$ cat src/rtl/imem_loader.sv
// Streams a program into instruction memory while holding the processor in reset, then releases it.
// Writes land one cycle after acceptance; in_ready is high only while loading, so in_valid gaps simply stall.
module imem_loader #(
  parameter int ADDR_WIDTH  = 12,
  parameter int HOLD_CYCLES = 5
) (
  input  logic                  clock,
  input  logic                  reset,
  input  logic                  start,
  input  logic [ADDR_WIDTH:0]   word_count,
  input  logic                  in_valid,
  input  logic [31:0]           in_data,
  output logic                  in_ready,
  output logic                  imem_wren,
  output logic [ADDR_WIDTH-1:0] imem_address,
  output logic [31:0]           imem_data,
  output logic                  proc_reset,
  output logic                  busy,
  output logic                  done,
  output logic                  error
);
  // HOLD_CYCLES must be at least 1.
  localparam int                  HW        = (HOLD_CYCLES > 1) ? $clog2(HOLD_CYCLES) : 1;
  localparam logic [ADDR_WIDTH:0] MAX_COUNT = {1'b1, {ADDR_WIDTH{1'b0}}};
  localparam logic [ADDR_WIDTH:0] CNT_ONE   = (ADDR_WIDTH+1)'(1);
  localparam logic [HW-1:0]       HOLD_ONE  = HW'(1);
  localparam logic [HW-1:0]       HOLD_LAST = HW'(HOLD_CYCLES - 1);

  typedef enum logic [1:0] {IDLE, LOAD, HOLD, RUN} state_t;

  state_t                state_q, state_d;
  logic [ADDR_WIDTH:0]   count_q, count_d;
  logic [ADDR_WIDTH:0]   wcnt_q, wcnt_d;
  logic [HW-1:0]         hold_q, hold_d;
  logic                  in_ready_q, in_ready_d;
  logic                  imem_wren_q, imem_wren_d;
  logic [ADDR_WIDTH-1:0] imem_address_q, imem_address_d;
  logic [31:0]           imem_data_q, imem_data_d;
  logic                  proc_reset_q, proc_reset_d;
  logic                  busy_q, busy_d;
  logic                  done_q, done_d;
  logic                  error_q, error_d;
  logic                  legal_start;
  logic                  accept;

  always_comb begin
    state_d        = state_q;
    count_d        = count_q;
    wcnt_d         = wcnt_q;
    hold_d         = hold_q;
    imem_wren_d    = 1'b0;
    imem_address_d = imem_address_q;
    imem_data_d    = imem_data_q;
    done_d         = 1'b0;
    error_d        = error_q;
    legal_start    = (word_count != '0) && (word_count <= MAX_COUNT);
    accept         = in_valid && in_ready_q;

    case (state_q)
      IDLE, RUN: begin
        if (start) begin
          if (legal_start) begin
            state_d = LOAD;
            count_d = word_count;
            wcnt_d  = '0;
            error_d = 1'b0;
          end else begin
            error_d = 1'b1;
          end
        end
      end
      LOAD: begin
        if (accept) begin
          imem_wren_d    = 1'b1;
          imem_address_d = wcnt_q[ADDR_WIDTH-1:0];
          imem_data_d    = in_data;
          wcnt_d         = wcnt_q + CNT_ONE;
          // in_ready drops on the same edge as the final acceptance.
          if ((wcnt_q + CNT_ONE) == count_q) begin
            state_d = HOLD;
            hold_d  = '0;
          end
        end
      end
      HOLD: begin
        if (hold_q == HOLD_LAST) begin
          state_d = RUN;
          done_d  = 1'b1;
        end else begin
          hold_d = hold_q + HOLD_ONE;
        end
      end
      default: state_d = IDLE;
    endcase

    in_ready_d   = (state_d == LOAD);
    busy_d       = (state_d == LOAD) || (state_d == HOLD);
    proc_reset_d = (state_d != RUN);
  end

  always_ff @(posedge clock) begin
    if (reset) begin
      state_q        <= IDLE;
      count_q        <= '0;
      wcnt_q         <= '0;
      hold_q         <= '0;
      in_ready_q     <= 1'b0;
      imem_wren_q    <= 1'b0;
      imem_address_q <= '0;
      imem_data_q    <= '0;
      proc_reset_q   <= 1'b1;
      busy_q         <= 1'b0;
      done_q         <= 1'b0;
      error_q        <= 1'b0;
    end else begin
      state_q        <= state_d;
      count_q        <= count_d;
      wcnt_q         <= wcnt_d;
      hold_q         <= hold_d;
      in_ready_q     <= in_ready_d;
      imem_wren_q    <= imem_wren_d;
      imem_address_q <= imem_address_d;
      imem_data_q    <= imem_data_d;
      proc_reset_q   <= proc_reset_d;
      busy_q         <= busy_d;
      done_q         <= done_d;
      error_q        <= error_d;
    end
  end

  assign in_ready     = in_ready_q;
  assign imem_wren    = imem_wren_q;
  assign imem_address = imem_address_q;
  assign imem_data    = imem_data_q;
  assign proc_reset   = proc_reset_q;
  assign busy         = busy_q;
  assign done         = done_q;
  assign error        = error_q;
endmodule

$ cat config.mk
export PLATFORM = sky130hd
export DESIGN_NAME = imem_loader
export DESIGN_NICKNAME = d
export VERILOG_FILES = /design/src/rtl/imem_loader.sv
export SDC_FILE = /design/constraint.sdc
export NUM_CORES = 1
export LEC_CHECK = 0
export BUFFER_PORTS_ARGS = -buffer_cell sky130_fd_sc_hd__buf_2
export CAP_MARGIN = 20
export CELL_PAD_IN_SITES_DETAIL_PLACEMENT = 0
export CELL_PAD_IN_SITES_GLOBAL_PLACEMENT = 1
export CORE_MARGIN = 2
export CORE_UTILIZATION = 41
export CTS_BUF_LIST = sky130_fd_sc_hd__clkbuf_16
export DETAILED_ROUTE_END_ITERATION = 12
export GPL_ROUTABILITY_DRIVEN = 0
export GPL_TIMING_DRIVEN = 0
export PLACE_DENSITY_LB_ADDON = 0.1
export SYNTH_ARGS = -nofsm -noshare
export SYNTH_HDL_FRONTEND = slang
export SYNTH_SLANG_ARGS = --single-unit
$ cat constraint.sdc
create_clock -name clock -period 4.3 [get_ports clock]
set_input_delay 0.645 -clock clock [delete_from_list [all_inputs] [get_ports clock]]
set_output_delay 0.645 -clock clock [all_outputs]
set_load 0.03 [all_outputs]
==> impl_results.md, run 1 <==
* Total via count after detailed routing at 3559
* Instance area after placement at 4325 µm²
* Reported max-cap violation count at 0
* Initial Utilization at 0.4228
* Fill cells at 906
* Portion of the post-synthesis area used by sequential elements at 0.4377
* Post-synthesis async set-or-reset flop share at 0
* Commonest register cell after synthesis: dfxtp_1
* First-pass GRT wire length at 15.46 mm
* Die W at 99.06 µm
* Hold/Removal Path Class: reg2reg
* # rows at 34
* RSZ-0062 raised after global routing: no
* Count of warnings emitted by yosys at 0
* Number of DRC violations after detailed-routing iteration 0 at 141
* Leakage power figure at 1.870 nW
* Routed WL at 9.617 mm
* Number of hold-slack violations in the final timing report at 0
* Total Die Area at 9813 µm²
* Worst-Margin Slew at 0.6032 ns
* Post-synthesis instance total at 477
* Endpoint arrival time on the critical path at 3.35 ns
* Total gr overflow at 0
* Flip-flop and latch count after synthesis at 81
* Total routing resource utilization after global routing at 0.1986
* Root cell of the clock tree: clkbuf_16
* Worst Clk Skew at 0.007996 ns
* Worst-skew pair later-pin latency at 0.34 ns
* Power density normalized to cell area at 376.9 nW/µm²
* Port buffer count at 97
* Number of pins with negative max-slew slack in the final report at 0
* # nets final at 641
* Clk sinks at 81
* Most area-hungry cell type in the Yosys netlist: dfxtp_1
* Vert. Die Dim at 99.06 µm
* Synth-to-Final Area Change at 25.26%
* WP data required at 4.51 ns
* Number of buffers added by the clock tree synthesis step at 9
* Post-Synthesis Cell Area at 3705 µm²
* Antenna Cells at 0
* Final Cycle Share at 0.7303
* Worst-case headroom to the max-slew limit at 0.5979
* Remaining antenna violation count after routing at 0
* Antenna violations before repair at 0
* Syn_nets at 533
* Area fraction of the dominant cell type after synthesis at 0.4377
* Clock tree from TritonCTS: built
* Vias per inst at 5.106
* H-Tree Level Count at 3
* Total non-filler cell area in the finished layout at 4641 µm²
* Share of cells above drive strength 1 at 0.2139
* Number of detailed-route iterations in the first pass at 4
* Tot Pwr at 1.749 mW
* Post-CTS resize count at 0
* Top post-synthesis cells by count: 140 x nand2_1, 81 x dfxtp_1, 78 x a21oi_1
* Std-Cell Core Area at 8763 µm²
* Top post-synthesis cells by area: dfxtp_1 44%, nand2_1 14%, a21oi_1 11%
* Hold buffers post-CTS at 0
* Pin count of the biggest net entering global routing at 15
* Post-DR wirelength/cell at 13.80 µm
* Final critical-path required period at 3.140 ns
* Endpoint class of the critical path: flop
* Number of distinct library cells after synthesis at 48
* Register area at 1622 µm²
* Footprint of the multi-input gates at 1909 µm²
* Post-CTS setup buffer count at 0
* Number of enable-type register cells in the synthesized netlist at 0
* Status: finished clean
* Final count of negative-setup-slack endpoints at 0
* Maximum ir drop on the vdd rail at 195.0 µV
* Fmax at 318.4 MHz
* Num ports at 99
* Final core occ at 0.5296
* Worst setup SP type: flop
* Mean Syn Cell Area at 7.767 µm²
* Kind of critical path: reg2reg
* Most frequently used cell type in the post-synthesis netlist: nand2_1
* Number of global-route vias before repair at 3225
* Sum of negative setup slack at 0 ns
* Number of placed instances, taps included at 682
* HPWL reported at the end of detailed placement at 7.090 mm
* Non-filler instance count after layout at 697
* Maximum clock insertion buffer count at 2
* Critical-path maximum fanout at 10
* DRC violation count after routing at 0
* Clock slew at the register clock pins of the worst setup and hold paths at 0.06 ns
through the flow:
| stage | worst slack, ns | hold slack (ns) |
|---|---|---|
| 3_3_place_gp | 1.231 | 0.4391 |
| 6_report | 1.160 | 0.4495 |
| 2_1_floorplan | 1.579 | 0.4478 |
| 5_1_grt | 0.9202 | 0.4719 |
| 3_5_place_dp | 1.222 | 0.4456 |
| 4_1_cts | 1.205 | 0.4549 |
logic make-up after synthesis:
family | count (synthesis) | share of synthesized area
simple gates | 216 | 0.2725
mux | 1 | 0.002702
flops | 81 | 0.4377
fa+ha+maj | 7 | 0.02364
compound gates | 111 | 0.1722
buf+inv | 44 | 0.04694
xor+xnor | 17 | 0.04424
layout make-up:
cell class / count / share of cell area
buffer: 34 / 0.02939
clock buffer: 9 / 0.04853
clock inverter: 6 / 0.01941
inverter: 10 / 0.008088
multi-input combinational: 352 / 0.4114
sequential: 81 / 0.3494
tap: 108 / 0.02912
timing repair buffer: 97 / 0.1046
final timing paths:
kind	start	endpoint	slack, ns	cells past startpoint
worst max-delay path	wcnt_q[1]	busy	1.16	10
worst max register to register	wcnt_q[1]	busy	1.16	10
worst min register to register	imem_address[6]	imem_address[6]	0.45	2
worst min-delay path	imem_address[6]	imem_address[6]	0.45	2
layer usage:
| layer | vias up | track usage | routed length [µm] |
|---|---|---|---|
| li1 | 1845 | - | - |
| met1 | 1611 | 0.2706 | 4631 |
| met2 | 87 | 0.3098 | 4263 |
| met3 | 16 | 0.03475 | 512 |
| met4 | 0 | 0.08535 | 209 |
| met5 | - | 0 | 0 |
state kept, by name, summed over array words and instances, names as in the netlist:
register and count:
busy 1, error 1, imem_wren 1, hold_q 3
imem_address 12, done 1, state_q 2, proc_reset 1
imem_data 32, wcnt_q 13, count_q 13, in_ready 1
layout by cell type (no fill, tap or decap), types with 2 or more instances in the layout:
master     instances
a21oi_1           78
a311oi_1           2
a31oi_1            4
and2_1             5
and3_1             2
and4_1             5
buf_2            104
bufinv_16          2
clkbuf_1          26
clkbuf_16          9
clkinv_1           2
dfxtp_1           81
ha_1               7
inv_1              9
inv_6              3
nand2_1          140
nand3_1           11
nand4_1            6
nor2_1            11
nor2b_1            2
nor3_1             6
nor4_1             2
o21ai_0           14
or3_1             14
or4_1              3
or4_4              2
xnor2_1           10
xor2_1             6
critical path, stage by stage (launching register included):
cell	delay [ns]
dfxtp_1	0.49
ha_1	0.24
clkbuf_1	0.40
and2_1	0.19
nand4_1	0.16
xnor2_1	0.37
nor2_1	0.11
and4_1	0.24
o21ai_0	0.38
ha_1	0.31
nor2b_1	0.12
where the power goes:
| group | switching, mW | internal [mW] | total (mW) | leakage, nW |
|---|---|---|---|---|
| registers | 0.0104 | 0.764 | 0.775 | 0.655 |
| logic | 0.0985 | 0.0567 | 0.155 | 1.06 |
| clock network | 0.310 | 0.509 | 0.819 | 0.154 |
Power figures use the tool's default switching activity.
==> run 2, diff against run 1 <==
- ABC_AREA: default -> 1
- CORE_UTILIZATION: 41 -> 36
- clock period: 4.3 -> 3 ns (I/O delays scaled with it)
==> run 2 against run 1 <==
Net effect:
- sequential power rose by 50%
- clock-buffer cell count unchanged
- fmax rose by 24%
- register-to-register slack worse by 0.69 ns
- critical path type unchanged
- critical endpoint unchanged
==> impl_results.md, run 2 <==
* Worst reg-to-reg setup slack at 0.47 ns (was 1.16 ns)
* Remaining antenna violation count after routing at 0 (unchanged)
* Mean Syn Cell Area at 6.982 µm² (was 7.767 µm²)
* GR peak layer: met2 (unchanged)
* Reported max-cap violation count at 0 (unchanged)
* Number of instances on the worst hold path at 3 (was 2)
* Pin count of the biggest net entering global routing at 16 (was 15)
* Most frequent cell on the critical path: nand2_1 (was ha_1)
* Cell-by-cell listing of the critical path: ha_1 -> nand3_1 -> nor2_1 -> nand3_1 -> nand2_1 -> nand2_1 -> nand2_1 -> nand3_1 -> nor2_1 -> nand3_2 -> nand2_4 -> nand2_1 -> nand2_1 -> nand2_1 -> ha_1 -> inv_1 -> nor2_1 (was ha_1 -> clkbuf_1 -> and2_1 -> nand4_1 -> xnor2_1 -> nor2_1 -> and4_1 -> o21ai_0 -> ha_1 -> nor2b_1)
* Flip-flop count of the largest register after layout at 32 (unchanged)
* Slowest cell on the critical path: dfxtp_1 (unchanged)
* Footprint of the multi-input gates at 1627 µm² (was 1909 µm²)
* Worst R2R End: busy (unchanged)
* Worst-Margin Slew at 0.5953 ns (was 0.6032 ns)
* Portion of the post-synthesis area used by sequential elements at 0.4432 (was 0.4377)
* Number of buffers added by the clock tree synthesis step at 9 (unchanged)
* Sum of negative setup slack at 0 ns (unchanged)
* Clock slew at the register clock pins of the worst setup and hold paths at 0.07 ns (was 0.06 ns)
* Initial Utilization at 0.3726 (was 0.4228)
* Post-synthesis instance total at 524 (was 477)
* Hold/Removal Path Class: in2reg (was reg2reg)
* WP data required at 3.21 ns (was 4.51 ns)
* DRC violation count after routing at 0 (unchanged)
* Std-Cell Core Area at 9819 µm² (was 8763 µm²)
* Leakage power figure at 2.031 nW (was 1.870 nW)
* Highest-count cells in the layout ignoring fill and taps: 102 x buf_2, 96 x nand2_1, 81 x dfxtp_1 (was 140 x nand2_1, 104 x buf_2, 81 x dfxtp_1)
* Number of DRC violations after detailed-routing iteration 0 at 222 (was 141)
* Final critical-path required period at 2.528 ns (was 3.140 ns)
* Worst setup SP type: flop (unchanged)
* Peak per-stage delay on the critical path at 0.46 ns (was 0.49 ns)
* Hold buffers post-CTS at 0 (unchanged)
* Reg2Reg Depth at 17 (was 10)
* Register area at 1622 µm² (unchanged)
* Critical-path maximum fanout at 6 (was 10)
* Total Die Area at 10990 µm² (was 9813 µm²)
* Total via count after detailed routing at 3508 (was 3559)
* Final Cycle Share at 0.8425 (was 0.7303)
* Kind of critical path: reg2reg (unchanged)
* Die W at 104.8 µm (was 99.06 µm)
* Maximum ir drop on the vdd rail at 269.1 µV (was 195.0 µV)
* Startpoint of the most critical hold path: word_count[9] (was imem_address[6])
* # rows at 36 (was 34)
* Number of global-route vias before repair at 3199 (was 3225)
* Most area-hungry cell type in the Yosys netlist: dfxtp_1 (unchanged)
* Routed WL at 9.411 mm (was 9.617 mm)
* Power density normalized to cell area at 562.4 nW/µm² (was 376.9 nW/µm²)
* Root cell of the clock tree: clkbuf_16 (unchanged)
* Endpoint arrival time on the critical path at 2.74 ns (was 3.35 ns)
* Fill cells at 1036 (was 906)
* Number of hold-slack violations in the final timing report at 0 (unchanged)
* RSZ-0062 raised after global routing: no (unchanged)
* Number of pins with negative max-slew slack in the final report at 0 (unchanged)
* Antenna violations before repair at 0 (unchanged)
* Number of distinct library cells after synthesis at 29 (was 48)
* Post-CTS setup buffer count at 0 (unchanged)
* Status: finished clean (unchanged)
* Area fraction of the dominant cell type after synthesis at 0.4432 (was 0.4377)
* H-Tree Level Count at 3 (unchanged)
* Total gr overflow at 0 (unchanged)
* Post-Synthesis Cell Area at 3659 µm² (was 3705 µm²)
* Clock tree from TritonCTS: built (unchanged)
* Post-CTS resize count at 0 (unchanged)
* Fmax at 395.6 MHz (was 318.4 MHz)
* Tot Pwr at 2.596 mW (was 1.749 mW)
* Top post-synthesis cells by count: 96 x nand2_1, 81 x dfxtp_1, 80 x inv_1 (was 140 x nand2_1, 81 x dfxtp_1, 78 x a21oi_1)
* Antenna Cells at 0 (unchanged)
* Clk sinks at 81 (unchanged)
* Synth-to-Final Area Change at 26.20% (was 25.26%)
* Vert. Die Dim at 104.8 µm (was 99.06 µm)
* Endpoint class of the critical path: flop (unchanged)
* Most frequently used cell type in the post-synthesis netlist: nand2_1 (unchanged)
* Syn_nets at 580 (was 533)
* Worst Clk Skew at 0.006343 ns (was 0.007996 ns)
* Top post-synthesis cells by area: dfxtp_1 44%, nand2_1 9.8%, o21ai_0 9.0% (was dfxtp_1 44%, nand2_1 14%, a21oi_1 11%)
* Worst-case headroom to the max-slew limit at 0.6031 (was 0.5979)
* Destination of the worst hold path: count_q[9] (was imem_address[6])
* Number of enable-type register cells in the synthesized netlist at 0 (unchanged)
* Total routing resource utilization after global routing at 0.1761 (was 0.1986)
* Vias per inst at 4.550 (was 5.106)
* Share of cells above drive strength 1 at 0.2116 (was 0.2139)
* First-pass GRT wire length at 15.52 mm (was 15.46 mm)
* # nets final at 689 (was 641)
* Count of warnings emitted by yosys at 0 (unchanged)
* Number of detailed-route iterations in the first pass at 4 (unchanged)
* HPWL reported at the end of detailed placement at 7.237 mm (was 7.090 mm)
* Flip-flop and latch count after synthesis at 81 (unchanged)
* Maximum clock insertion buffer count at 2 (unchanged)
* M2 GR Usage at 0.2829 (was 0.3098)
* Met1 Use GR at 0.2340 (was 0.2706)
* Worst-skew pair later-pin latency at 0.34 ns (about the same)
* Most common library cell in the layout ignoring fill and taps: buf_2 (was nand2_1)
* GR Layer Usage met3 at 0.03369 (was 0.03475)
* Origin of the critical flop-to-flop path: wcnt_q[0] (was wcnt_q[1])
* Final count of negative-setup-slack endpoints at 0 (unchanged)
* Port buffer count at 98 (was 97)
* Num ports at 99 (unchanged)
* Post-DR wirelength/cell at 12.21 µm (was 13.80 µm)
* Post-synthesis async set-or-reset flop share at 0 (unchanged)
* Commonest register cell after synthesis: dfxtp_1 (unchanged)
## run 2: cell types whose count changed after synthesis, moves of 5 or more
cell,delta
a21oi_1,-15
and2_1,-5
and4_1,-5
clkbuf_1,-7
inv_1,+71
nand2_1,-44
nand3_1,+22
nand4_1,-5
nor2_1,+28
o21ai_0,+52
o21ai_1,+5
or3_1,-14
xnor2_1,-9
## run 2: cells by family after synthesis
family          count (synthesis)  share of synthesized area
buf+inv                       108                     0.1122
xor+xnor                        3                   0.007183
flops                          81                     0.4432
compound gates                137                     0.1898
fa+ha+maj                       7                    0.02394
simple gates                  188                     0.2237
## run 2: worst max-delay path by stage
stage / from / to / slack [ns] / depth (start not counted)
2_1_floorplan: wcnt_q[0] / busy / 0.89 / 17
3_3_place_gp: word_count[6] / wcnt_q[11] / 0.46 / 10
3_5_place_dp: word_count[6] / wcnt_q[5] / 0.45 / 10
4_1_cts: wcnt_q[0] / busy / 0.44 / 17
5_1_grt: wcnt_q[0] / busy / 0.20 / 17
6_report: wcnt_q[0] / busy / 0.47 / 17
## run 2: final cells by class
class,instances,area share
buffer,23,0.01978
clock buffer,9,0.04878
clock inverter,7,0.01653
inverter,85,0.06911
multi-input combinational,335,0.3523
sequential,81,0.3512
tap,133,0.03604
timing repair buffer,98,0.1062
## run 2: layer usage
metal  up-vias  part of all wire
li1       1888                 -
met1      1513              0.49
met2        95              0.45
met3        12             0.054
met4         0             0.015
met5         -                 0
## run 2: critical path: cells and delay by family (launching register included)
| kind | cells | cell delay [ns] |
|---|---|---|
| adder cells (fa/ha/maj) | 2 | 0.54 |
| buffers and inverters | 1 | 0.05 |
| flip-flops | 1 | 0.46 |
| AND/OR/NAND/NOR | 14 | 1.34 |
## run 2: power by group
group | switching (mW) | internal (mW) | total [mW]
registers | 0.0424 | 1.12 | 1.16
logic | 0.195 | 0.111 | 0.306
clock network | 0.474 | 0.652 | 1.13
total | 0.712 | 1.88 | 2.60
## run 2: stage by stage
step / cell area (µm²) / worst slack [ns] / cells / hold WS, ns / utilization
2_1_floorplan: 3659 / 0.8916 / 524 / 0.4421 / -
3_3_place_gp: 4315 / 0.4569 / 755 / 0.4293 / 0.4395
3_5_place_dp: 4315 / 0.4469 / 755 / 0.4341 / 0.4395
4_1_cts: 4617 / 0.4440 / 771 / 0.3371 / 0.4702
5_1_grt: 4617 / 0.1973 / 771 / 0.3845 / 0.4702
6_report: 4617 / 0.4724 / 771 / 0.3423 / 0.4702
==> run 3, diff against run 2 <==
- CORE_UTILIZATION: 36 -> 33
- clock period: 3 -> 2.3 ns (I/O delays scaled with it)
==> run 3 against run 2 <==
Net effect:
- cell area grew 4.0%
- fmax is 16% higher
- global-route usage decreased by 0.97 points
- non-clock buffer count grew 5
- critical endpoint unchanged
==> impl_results.md, run 3 (synthesis gave the netlist of run 2 again) <==
* Status: finished clean (unchanged)
* Endpoint arrival time on the critical path at 2.45 ns (was 2.74 ns)
* Endpoint class of the critical path: flop (unchanged)
* Kind of critical path: reg2reg (unchanged)
* Final Cycle Share at 0.9478 (was 0.8425)
* Met3 WL post-DR at 664 µm (was 507 µm)
* # rows at 38 (was 36)
* First-pass GRT wire length at 15.30 mm (was 15.52 mm)
* Number of global-route vias before repair at 3099 (was 3199)
* Number of buffers added by the clock tree synthesis step at 9 (unchanged)
* Crit path launch: wcnt_q[1] (was wcnt_q[0])
* Total via count after detailed routing at 3598 (was 3508)
* RSZ-0062 raised after global routing: yes (was no)
* Remaining antenna violation count after routing at 0 (unchanged)
* Initial Utilization at 0.3375 (was 0.3726)
* Most common library cell in the layout ignoring fill and taps: buf_2 (unchanged)
* Routed WL at 9.887 mm (was 9.411 mm)
* Reported max-cap violation count at 0 (unchanged)
* Total gr overflow at 0 (unchanged)
* Root cell of the clock tree: clkbuf_16 (unchanged)
* Final critical-path required period at 2.180 ns (was 2.528 ns)
* Fmax at 458.7 MHz (was 395.6 MHz)
* Hold buffers post-CTS at 0 (unchanged)
* Flip-flop count of the largest register after layout at 32 (unchanged)
* Worst setup SP type: flop (unchanged)
* Wire length on met1 at 4.703 mm (was 4.573 mm)
* Maximum clock insertion buffer count at 2 (unchanged)
* Clk sinks at 81 (unchanged)
* Number of hold-slack violations in the final timing report at 0 (unchanged)
* Origin of the critical flop-to-flop path: wcnt_q[1] (was wcnt_q[0])
* Number of detailed-route iterations in the first pass at 4 (unchanged)
* Num ports at 99 (unchanged)
* Footprint of the multi-input gates at 1735 µm² (was 1627 µm²)
* Fill cells at 1192 (was 1036)
* Post-layout worst setup margin at 0.1200 ns (was 0.4724 ns)
* Worst setup timing slack at the placement stage at -0.2265 ns (was 0.4469 ns)
* Maximum ir drop on the vdd rail at 288.0 µV (was 269.1 µV)
* DRC violation count after routing at 0 (unchanged)
* Std-Cell Core Area at 10840 µm² (was 9819 µm²)
* Share of cells above drive strength 1 at 0.2582 (was 0.2116)
* Final count of negative-setup-slack endpoints at 0 (unchanged)
* Clock tree from TritonCTS: built (unchanged)
* H-Tree Level Count at 3 (unchanged)
* WP data required at 2.57 ns (was 3.21 ns)
* Total Die Area at 11940 µm² (was 10990 µm²)
* Leakage power figure at 2.097 nW (was 2.031 nW)
* Die W at 109.3 µm (was 104.8 µm)
* Vert. Die Dim at 109.3 µm (was 104.8 µm)
* Pin count of the biggest net entering global routing at 14 (was 16)
* Top layer reached by signal wires: met4 (unchanged)
* Antenna Cells at 0 (unchanged)
* Worst Clk Skew at 0.005761 ns (was 0.006343 ns)
* HPWL reported at the end of detailed placement at 7.415 mm (was 7.237 mm)
* Antenna violations before repair at 0 (unchanged)
* Vias per inst at 4.595 (was 4.550)
* Register area at 1639 µm² (was 1622 µm²)
* Final core occ at 0.4430 (was 0.4702)
* Total non-filler cell area in the finished layout at 4802 µm² (was 4617 µm²)
* Sum of met2 wire segment lengths after detailed routing at 4.337 mm (was 4.188 mm)
* Hold/Removal Path Class: in2reg (unchanged)
* # nets final at 694 (was 689)
* Worst-Margin Slew at 0.5878 ns (was 0.5953 ns)
* Critical-path maximum fanout at 4 (was 6)
* Number of DRC violations after detailed-routing iteration 0 at 181 (was 222)
* Power density normalized to cell area at 724.5 nW/µm² (was 562.4 nW/µm²)
* Number of pins with negative max-slew slack in the final report at 0 (unchanged)
* Startpoint of the most critical hold path: word_count[9] (unchanged)
* Worst-skew pair later-pin latency at 0.34 ns (about the same)
* Synth-to-Final Area Change at 31.26% (was 26.20%)
* Post-DR wirelength/cell at 12.63 µm (was 12.21 µm)
* Worst-case headroom to the max-slew limit at 0.6081 (was 0.6031)
* Tot Pwr at 3.479 mW (was 2.596 mW)
* Clock slew at the register clock pins of the worst setup and hold paths at 0.06 ns (was 0.07 ns)
* Port buffer count at 98 (unchanged)
* Total routing resource utilization after global routing at 0.1663 (was 0.1761)
* Highest-count cells in the layout ignoring fill and taps: 101 x buf_2, 90 x nand2_1, 78 x inv_1 (was 102 x buf_2, 96 x nand2_1, 81 x dfxtp_1)
* Instance area after placement at 4324 µm² (was 4315 µm²)
run 3: cell types whose count changed in the layout (fill, tap and decap cells not counted), moves of 4 or more:
| cell | change |
|---|---|
| nand2_2 | +4 |
| nand2_1 | -6 |
| nand3_1 | -4 |
| dfxtp_1 | -8 |
| buf_4 | +5 |
| dfxtp_2 | +5 |
| nand3_2 | +4 |
run 3: path summary, 6_finish.rpt:
check / endpoint / slack [ns] / depth (start not counted)
worst min register to register: imem_data[26] / 0.44 / 2
worst max-delay path: busy / 0.12 / 16
worst min-delay path: count_q[9] / 0.24 / 3
worst max register to register: busy / 0.12 / 16
run 3: worst max-delay path: stages, from the launching register on:
cell and delay, ns:
dfxtp_4 0.36, ha_4 0.24, a21oi_2 0.11, nand3_1 0.08, nor2_1 0.14, nand3_2 0.09
nor2_2 0.12, nand2_1 0.08, nor2_2 0.11, nand3_2 0.13, nand2_4 0.09, nand2_1 0.06
nand2_2 0.08, nand2_4 0.06, ha_4 0.27, inv_2 0.02, nor2_1 0.06
run 3: metrics by stage:
| step | std cells | TNS, ns | hold WS [ns] |
|---|---|---|---|
| after global routing | 783 | -0.02108 | 0.2896 |
| after global placement | 762 | -1.376 | 0.4285 |
| after detailed placement | 762 | -1.134 | 0.4337 |
| after CTS | 779 | -0.02411 | 0.2394 |
| final | 783 | 0 | 0.2429 |
| after floorplan | 524 | 0 | 0.4291 |
run 3: repair_timing:
item                       CTS  global route
setup endpoints to repair    9            35
resized for setup            9            31
pin swaps                    4            14
setup buffers                1             4
run 3: area by class of cell:
type / instances / share of cell area
inverters: 85 / 0.06644
clock buffers: 9 / 0.04690
flip-flops and latches: 81 / 0.3413
plain buffers: 23 / 0.01980
clock inverters: 7 / 0.01772
well taps: 140 / 0.03648
repair buffers: 103 / 0.1100
multi-input cells: 335 / 0.3614
run 3: metal layers:
metal | up-vias | global-route usage
li1 | 1894 | -
met1 | 1586 | 0.2222
met2 | 104 | 0.2618
met3 | 14 | 0.03379
met4 | 0 | 0.06962
met5 | - | 0
run 3: power by group:
part	leakage [nW]	switching [mW]	total (mW)	internal [mW]
clock network	0.152	0.583	1.52	0.940
logic	1.28	0.271	0.432	0.161
registers	0.663	0.0587	1.53	1.47
total	2.10	0.912	3.48	2.57
